===== config.mk =====
export PLATFORM = sky130hd
export DESIGN_NAME = calc_entry_sequencer
export DESIGN_NICKNAME = d
export VERILOG_FILES = /design/src/rtl/calc_entry_sequencer.sv
export SDC_FILE = /design/constraint.sdc
export NUM_CORES = 1
export LEC_CHECK = 0
export ABC_AREA = 1
export CAP_MARGIN = 5
export CORE_AREA = 5 5 97 99
export CTS_CLUSTER_DIAMETER = 50
export CTS_CLUSTER_SIZE = 16
export DETAILED_ROUTE_END_ITERATION = 16
export DIE_AREA = 0 0 102 104
export HOLD_SLACK_MARGIN = 0.05
export MAX_ROUTING_LAYER = met4
export PLACE_DENSITY = 0.56
export REMOVE_ABC_BUFFERS = 1
export SLEW_MARGIN = 20
export SYNTH_ARGS = -nofsm -noshare
export SYNTH_HDL_FRONTEND = slang
export SYNTH_SLANG_ARGS = --single-unit

===== constraint.sdc =====
create_clock -name clk -period 3.95 [get_ports clk]
set_input_delay 0.5925 -clock clk [delete_from_list [all_inputs] [get_ports clk]]
set_output_delay 0.5925 -clock clk [all_outputs]
set_load 0.02 [all_outputs]

===== src/rtl/calc_entry_sequencer.sv =====
// Keypad entry sequencer for the 4-bit calculator: collects A, operator, B,
// holds them for the datapath, captures the BCD result after a fixed latency.
module calc_entry_sequencer #(
    parameter int unsigned RESULT_LAT   = 3,
    parameter int unsigned SHOW_TIMEOUT = 50000000
) (
    input  logic       clk,
    input  logic       rst,
    input  logic       key_valid,
    input  logic [3:0] key_code,
    output logic [3:0] o_num1,
    output logic [3:0] o_num2,
    output logic [3:0] o_op,
    input  logic [3:0] i_tens,
    input  logic [3:0] i_ones,
    output logic [3:0] res_tens,
    output logic [3:0] res_ones,
    output logic       res_valid,
    output logic       err,
    output logic       busy,
    output logic [2:0] state
);

    typedef enum logic [2:0] {
        IDLE   = 3'd0,
        GOT_A  = 3'd1,
        GOT_OP = 3'd2,
        GOT_B  = 3'd3,
        CALC   = 3'd4,
        SHOW   = 3'd5
    } state_e;

    localparam logic [3:0]  KEY_CLR   = 4'hC;
    localparam logic [3:0]  KEY_EQ    = 4'hB;
    localparam logic [3:0]  KEY_NOP   = 4'hA;
    localparam logic [3:0]  LAT_INIT  = 4'(RESULT_LAT - 1);
    localparam logic [31:0] SHOW_LAST = (SHOW_TIMEOUT == 0) ? 32'd0 : 32'(SHOW_TIMEOUT - 1);

    state_e      state_q, state_d;
    logic [3:0]  num1_q, num1_d, num2_q, num2_d, op_q, op_d;
    logic [3:0]  res_tens_q, res_tens_d, res_ones_q, res_ones_d;
    logic        res_valid_q, res_valid_d, err_q, err_d;
    logic [3:0]  lat_cnt_q, lat_cnt_d;
    logic [31:0] show_cnt_q, show_cnt_d;

    logic accept, is_digit, is_op, is_clr, is_eq, do_clear;

    // 0xA behaves exactly like no key at all, including for the SHOW timeout.
    assign accept   = key_valid && (key_code != KEY_NOP);
    assign is_digit = key_code <= 4'd9;
    assign is_op    = (key_code == 4'hF) || (key_code == 4'hE) || (key_code == 4'hD);
    assign is_clr   = key_code == KEY_CLR;
    assign is_eq    = key_code == KEY_EQ;

    always_comb begin
        // NOTE: every combinational output gets a default first so no path infers a latch.
        state_d     = state_q;
        num1_d      = num1_q;
        num2_d      = num2_q;
        op_d        = op_q;
        res_tens_d  = res_tens_q;
        res_ones_d  = res_ones_q;
        res_valid_d = res_valid_q;
        err_d       = err_q;
        lat_cnt_d   = lat_cnt_q;
        show_cnt_d  = '0;
        do_clear    = accept && is_clr && (state_q != CALC);

        case (state_q)
            IDLE: begin
                if (accept && is_digit) begin
                    num1_d  = key_code;
                    state_d = GOT_A;
                end
            end
            GOT_A: begin
                if (accept && is_digit) begin
                    num1_d = key_code;
                end else if (accept && is_op) begin
                    op_d    = key_code;
                    state_d = GOT_OP;
                end
            end
            GOT_OP: begin
                if (accept && is_op) begin
                    op_d = key_code;
                end else if (accept && is_digit) begin
                    num2_d  = key_code;
                    state_d = GOT_B;
                end
            end
            GOT_B: begin
                if (accept && is_digit) begin
                    num2_d = key_code;
                end else if (accept && is_eq) begin
                    lat_cnt_d = LAT_INIT;
                    state_d   = CALC;
                end
            end
            CALC: begin
                if (lat_cnt_q == '0) begin
                    res_tens_d  = i_tens;
                    res_ones_d  = i_ones;
                    res_valid_d = 1'b1;
                    err_d       = (i_tens == 4'd9) && (i_ones == 4'd9);
                    state_d     = SHOW;
                end else begin
                    lat_cnt_d = lat_cnt_q - 4'd1;
                end
            end
            SHOW: begin
                if (SHOW_TIMEOUT != 0) show_cnt_d = show_cnt_q + 32'd1;
                if (accept && is_digit) begin
                    num1_d      = key_code;
                    num2_d      = '0;
                    op_d        = KEY_CLR;
                    res_valid_d = 1'b0;
                    err_d       = 1'b0;
                    state_d     = GOT_A;
                end else if (!accept && (SHOW_TIMEOUT != 0) && (show_cnt_q >= SHOW_LAST)) begin
                    do_clear = 1'b1;
                end
            end
            default: state_d = IDLE;
        endcase

        if (do_clear) begin
            state_d     = IDLE;
            num1_d      = '0;
            num2_d      = '0;
            op_d        = KEY_CLR;
            res_tens_d  = '0;
            res_ones_d  = '0;
            res_valid_d = 1'b0;
            err_d       = 1'b0;
            show_cnt_d  = '0;
        end
    end

    // NOTE: sequential state uses non-blocking assignments only; reset is synchronous here.
    always_ff @(posedge clk) begin
        if (rst) begin
            state_q     <= IDLE;
            num1_q      <= '0;
            num2_q      <= '0;
            op_q        <= KEY_CLR;
            res_tens_q  <= '0;
            res_ones_q  <= '0;
            res_valid_q <= 1'b0;
            err_q       <= 1'b0;
            lat_cnt_q   <= '0;
            show_cnt_q  <= '0;
        end else begin
            state_q     <= state_d;
            num1_q      <= num1_d;
            num2_q      <= num2_d;
            op_q        <= op_d;
            res_tens_q  <= res_tens_d;
            res_ones_q  <= res_ones_d;
            res_valid_q <= res_valid_d;
            err_q       <= err_d;
            lat_cnt_q   <= lat_cnt_d;
            show_cnt_q  <= show_cnt_d;
        end
    end

    assign o_num1    = num1_q;
    assign o_num2    = num2_q;
    assign o_op      = op_q;
    assign res_tens  = res_tens_q;
    assign res_ones  = res_ones_q;
    assign res_valid = res_valid_q;
    assign err       = err_q;
    assign busy      = (state_q == CALC);
    assign state     = state_q;

endmodule

### After elaboration in Yosys (flattened, before gate mapping)

Cells that the tools add are included.

| cells by class | value |
|---|---|
| $add $sub $neg | 2 |
| magnitude comparators | 2 |
| eq/ne operators | 24 |
| muxes and demuxes | 29 |
| bitwise logic cells | 1 |
| reduce and logical (&&, ||, !) cells | 28 |

Operator list:

| kind | count |
|---|---|
| $mux 4 | 9 |
| $add 32x1->32 const B | 1 |
| $ge 32x26->1 const B | 1 |
| $eq 4x4->1 const B | 7 |
| $mux 3 | 8 |
| $pmux 4 s3 | 2 |
| $ne 2x2->1 const B | 8 |
| $pmux 3 s5 | 1 |
| $reduce_and 3->1 | 3 |
| $logic_and 1x1->1 | 8 |
| $pmux 4 s2 | 1 |
| $reduce_and 8->1 | 1 |
| $eq 3x2->1 const B | 2 |
| $eq 3x3->1 const B | 2 |
| $mux 1 | 6 |
| $reduce_bool 3->1 | 2 |
| $reduce_or 3->1 | 2 |
| $le 4x4->1 const B | 1 |
| $logic_not 4->1 | 1 |
| $ne 2x1->1 const B | 2 |
| $ne 4x4->1 const B | 1 |
| $pmux 1 s2 | 2 |
| $reduce_and 2->1 | 2 |
| $reduce_and 4->1 | 1 |
| other kinds (9) | 12 |

| word-level totals | value |
|---|---|
| register bits | 61 |
| input port bits | 15 |
| output and inout port bits | 26 |
| word-level logic and storage cells | 96 |

### Logic depth before layout (Yosys ltp)

| depth | value |
|---|---|
| word-level depth | 8 |
| mapped depth | 13 |
| depth with buffers taken out | 12 |

### Least setup slack after synthesis

No wires, ideal clock.

| timing path | value |
|---|---|
| path kind | input-to-reg |
| from | in key_code[1] |
| to | reg op_q[1], in the netlist o_op[1] |
| library setup time | 0.115 ns |
| data arrival time | 1.419 ns |
| required time | 3.835 ns |
| slack | 2.415 ns |
| stages on the path | 8 |
| buffers on the path | 0 |
| path through | o21ai_0 -> nand3_1 -> inv_1 -> nand2_1 -> nand2_2 -> nand3_1 -> nand3_1 -> nor2_1 |

| on the way | value |
|---|---|
| word-level cells in the longest chain between the ends | 8 |
| elaborated cells on any way between the ends | 25 |
| classes of those cells | order compare (1); eq/ne (7); mux (6); reduce/logical (11) |

Ends and longest elaborated chain:

| element | RTL line | RTL |
|---|---|---|
| start: declaration | 10 | `input logic [3:0] key_code,` |
| $ne 4x4->1 | 49 | `assign accept = key_valid && (key_code != KEY_NOP);` |
| $logic_and 1x1->1 | 49 |  |
| $logic_and 1x1->1 / $logic_not 1->1 (equally long branches) | 67, 120 |  |
| $logic_and 1x1->1 (on tied branches) | 67, 120 |  |
| $mux 1 | 120 | `end else if (!accept && (SHOW_TIMEOUT != 0) && (show_cnt_q >= SHOW_LAST)) begin` |
| $mux 1 | 113 | `if (accept && is_digit) begin` |
| $mux 1 | 69 | `case (state_q)` |
| $reduce_or 2->1 (no line) | n/a |  |
| end signal: assignment | 157 | `op_q <= op_d;` |
| end: declaration | 40 | `logic [3:0] num1_q, num1_d, num2_q, num2_d, op_q, op_d;` |

Several ways; a longest one is shown, not always the timed one. The select of a mux whose other input is x is not followed.
A chain may end at the register's enable or synchronous reset.

### Final worst setup path

| timing path | value |
|---|---|
| from | reg state_q[1], in the netlist state[1] |
| to | out busy |

| on the way | value |
|---|---|
| word-level cells in the longest chain between the ends | 1 |

Ends and longest elaborated chain:

| element | RTL line | RTL |
|---|---|---|
| start: declaration | 39 | `state_e state_q, state_d;` |
| start signal: assignment | 154 | `state_q <= state_d;` |
| $eq 3x3->1 | 174 | `assign busy = (state_q == CALC);` |
| end: declaration | 20 | `output logic busy,` |

No other way between the ends.

==> summary.txt <==
Timing
  – Worst-margin pin slew: between 600 and 700 ps
  – RSZ-0062 raised after global routing: false
  – Clock skew: between 10 and 15 ps
  – Setup TNS: 0 ps
  – Max Slew Vio Count: 0
  – Final min period: ~2400 ps
  – Max_slew headroom: 57.2%
  – Final hold violation count: 0
  – Fin crit share: 60.7%
  – Worst hold slack: 468 ps
  – Fmax: roughly 420 MHz
  – Number of setup violations in the final report: 0

Setup path
  – Crit-path max FO: 7
  – FF-to-FF End: state[0]$_SDFFE_PP0P_
  – Critical path type: flop to output pin
  – CP Launch Point: state[1]$_SDFFE_PP0P_
  – Worst R2R Setup Slack: 1980 ps
  – CP endpoint: busy
  – Worst Reg-to-Reg Cells: 12
  – CP arrival: around 1800 ps
  – CP Data Required Time: 3360 ps
  – Element type at the critical path start: flop
  – Crit end category: output pin
  – RR Startpoint: show_cnt_q[0]$_SDFF_PP0_

Synthesis
  – Syn. warnings: 0
  – Seq/Total Area, Yosys: between 30% and 40%
  – Synth Instances: between 400 and 500
  – Unique masters post-synth: 27
  – Number of synthesized flops with an enable pin: 0
  – Syn Area/Cell: approximately 6.6 sq um
  – Synth Flop Type: dfxtp_1
  – Synthesized area: about 3300 sq um
  – FF+latch count, synth: between 60 and 70
  – Ys async rst share: 0%

Outcome
  – Status: complete, no violations

CTS
  – Post-CTS setup buffers: 0
  – CTS tree: done
  – Cts bufs inserted: 9
  – Clock slew at reported path FFs: around 80 ps
  – Htree depth: 3
  – Clock sinks: 61
  – Cts repair resizes: 0
  – Clock Path Buffers: 2
  – Cts hold-fix bufs: 0
  – CTS root buf: clkbuf_8
  – Clk_lat worst skew: 340 ps

Routing
  – Detailed Route WL: ~7.6 mm
  – Met2 WL: around 3.7 mm
  – Max layer used: met4
  – Vias per cell: between 4 and 5
  – WL/cell: ~12 microns
  – DR iter-0 viols: between 90 and 100
  – Via count: ~3000
  – First-pass detailed-route iteration total: 4
  – Routed met1 length: between 3 and 4 mm
  – DR WL met3: 286 microns
  – Routed Antenna Nets: 0
  – DRC errors left: 0

Power
  – VDD IR max: about 0.00035 V
  – LEAKAGE: around 1.5 nW
  – Power, Total: 1.80 mW
  – PD cells: ~450 nW/um^2

Layout
  – Layout Cells excl Fill: approximately 650
  – Multi-input logic area: roughly 1700 sq um
  – Diode count: 0
  – Post-layout instance area: roughly 4000 sq um
  – # nets final: roughly 560
  – Layout cell share with drive strength beyond 1: under 10%
  – Fillers: ~880
  – Seq. cell area: 1220 sq um
  – Area Overhead vs Synth: 21.2%

Die
  – Num rows: 34
  – Initial Util: between 30 and 40%
  – Die area: about 11000 sq um
  – Die X: about 100 microns
  – Core Region: roughly 8500 sq um
  – Die Ht: approximately 100 microns
  – IO Pins: slightly above 40

Placed design
  – RePlAce Congestion: between 0.8 and 0.9
  – DP HPWL: approximately 6.0 mm
  – I/O Buffers: 40
  – Placed Cells: roughly 640
  – Dpl cell area: roughly 3800 sq um

Global routing
  – Initial antenna violation count: 0
  – Largest net degree at the start of global routing: 33
  – Grt ovf: 0
  – Vias in the first global route: 2989
  – First-pass GRT wire length: roughly 13 mm
  – GRT Total Usage: 15.8%

Hold path
  – Hold Crit Class: flop to flop

Run
  – Max-Cap Viols: 0
[worst max-delay path, cell delays in order (launching register included)]
cell	delay (ps)
dfxtp_1	380
inv_1	170
nand3_2	170
inv_2	130
clkdlybuf4s50_1	610
[per-layer routing]
layer / GRT usage, % / up-vias
met1: 18.5 / 1294
met2: 26.4 / 58
met5: - / -
met4: 4.50 / 0
li1: - / 1624
met3: 4.36 / 14
[where the power goes]
part | internal [mW] | switching, mW | leakage (nW) | total [mW]
clock network | 0.358 | 0.259 | 0.110 | 0.617
logic | 0.185 | 0.295 | 0.866 | 0.479
registers | 0.667 | 0.0405 | 0.493 | 0.707
total | 1.21 | 0.594 | 1.47 | 1.80
[how the worst min path moves through the flow]
stage | start | end | cells past startpoint
2_1_floorplan | show_cnt_q[0]$_SDFF_PP0_ | show_cnt_q[0]$_SDFF_PP0_ | 1
3_3_place_gp | show_cnt_q[0]$_SDFF_PP0_ | show_cnt_q[0]$_SDFF_PP0_ | 1
3_5_place_dp | lat_cnt_q[0]$_SDFFE_PP0P_ | lat_cnt_q[0]$_SDFFE_PP0P_ | 2
4_1_cts | lat_cnt_q[0]$_SDFFE_PP0P_ | lat_cnt_q[0]$_SDFFE_PP0P_ | 2
5_1_grt | lat_cnt_q[0]$_SDFFE_PP0P_ | lat_cnt_q[0]$_SDFFE_PP0P_ | 2
6_report | lat_cnt_q[0]$_SDFFE_PP0P_ | lat_cnt_q[0]$_SDFFE_PP0P_ | 2
[sequential cells by signal, indices dropped and copies added, names as in the netlist]
| signal | flops |
|---|---|
| show_cnt_q | 32 |
| lat_cnt_q | 4 |
| o_num1 | 4 |
| o_num2 | 4 |
| o_op | 4 |
| res_ones | 4 |
| res_tens | 4 |
| state | 3 |
| err | 1 |
| res_valid | 1 |
[layout by cell type (no fill, tap or decap), drive strengths merged]
master         netlist  final
a21oi               12     12
and3                 1      1
bufinv               0      2
clkbuf               0      9
clkdlybuf4s50        0     40
clkinv               0      3
clkinvlp             0      1
dfxtp               61     61
ha                   3      3
inv                 79     80
nand2              122    122
nand3               37     37
nand3b               2      2
nand4                7      7
nor2               101    101
nor3                17     17
nor3b                2      2
nor4                 2      2
o21ai               19     19
o21bai               1      1
xnor2                7      7
xor2                17     17
[cells in the mapped netlist (all sizes together) (6+ instances only)]
cell type / count / area share [%]
nand2: 122 / 15
nor2: 101 / 12
inv: 79 / 9.0
dfxtp: 61 / 37
nand3: 37 / 6.8
o21ai: 19 / 2.9
nor3: 17 / 2.7
xor2: 17 / 4.5
a21oi: 12 / 1.8
nand4: 7 / 1.3
xnor2: 7 / 1.9
buf: 6 / 1.9
[area by class of cell]
type                            instances  share of cell area [%]
Multi-Input combinational cell        350                    42.8
Clock buffer                            9                    3.11
Timing Repair Buffer                   40                    10.1
Sequential cell                        61                    30.7
Inverter                               79                    7.46
Clock inverter                          7                    2.49
Tap cell                              108                    3.40
[kinds of logic after synthesis]
group	synth area share, %
and+or+nand+nor	39.2
adders and majority gates	1.14
DFF	37.2
xor gates and xnor gates	6.41
buffers and inverters	10.9
AOI/OAI and AO/OA	5.07
[per-stage QoR]
stage          utilization [%]  setup WS (ps)
2_1_floorplan                -           2360
3_3_place_gp              44.4           1640
3_5_place_dp              44.4           1580
4_1_cts                   47.0           1550
5_1_grt                   47.0           1460
6_report                  47.0           1550
(Power assumes the default switching activity.)
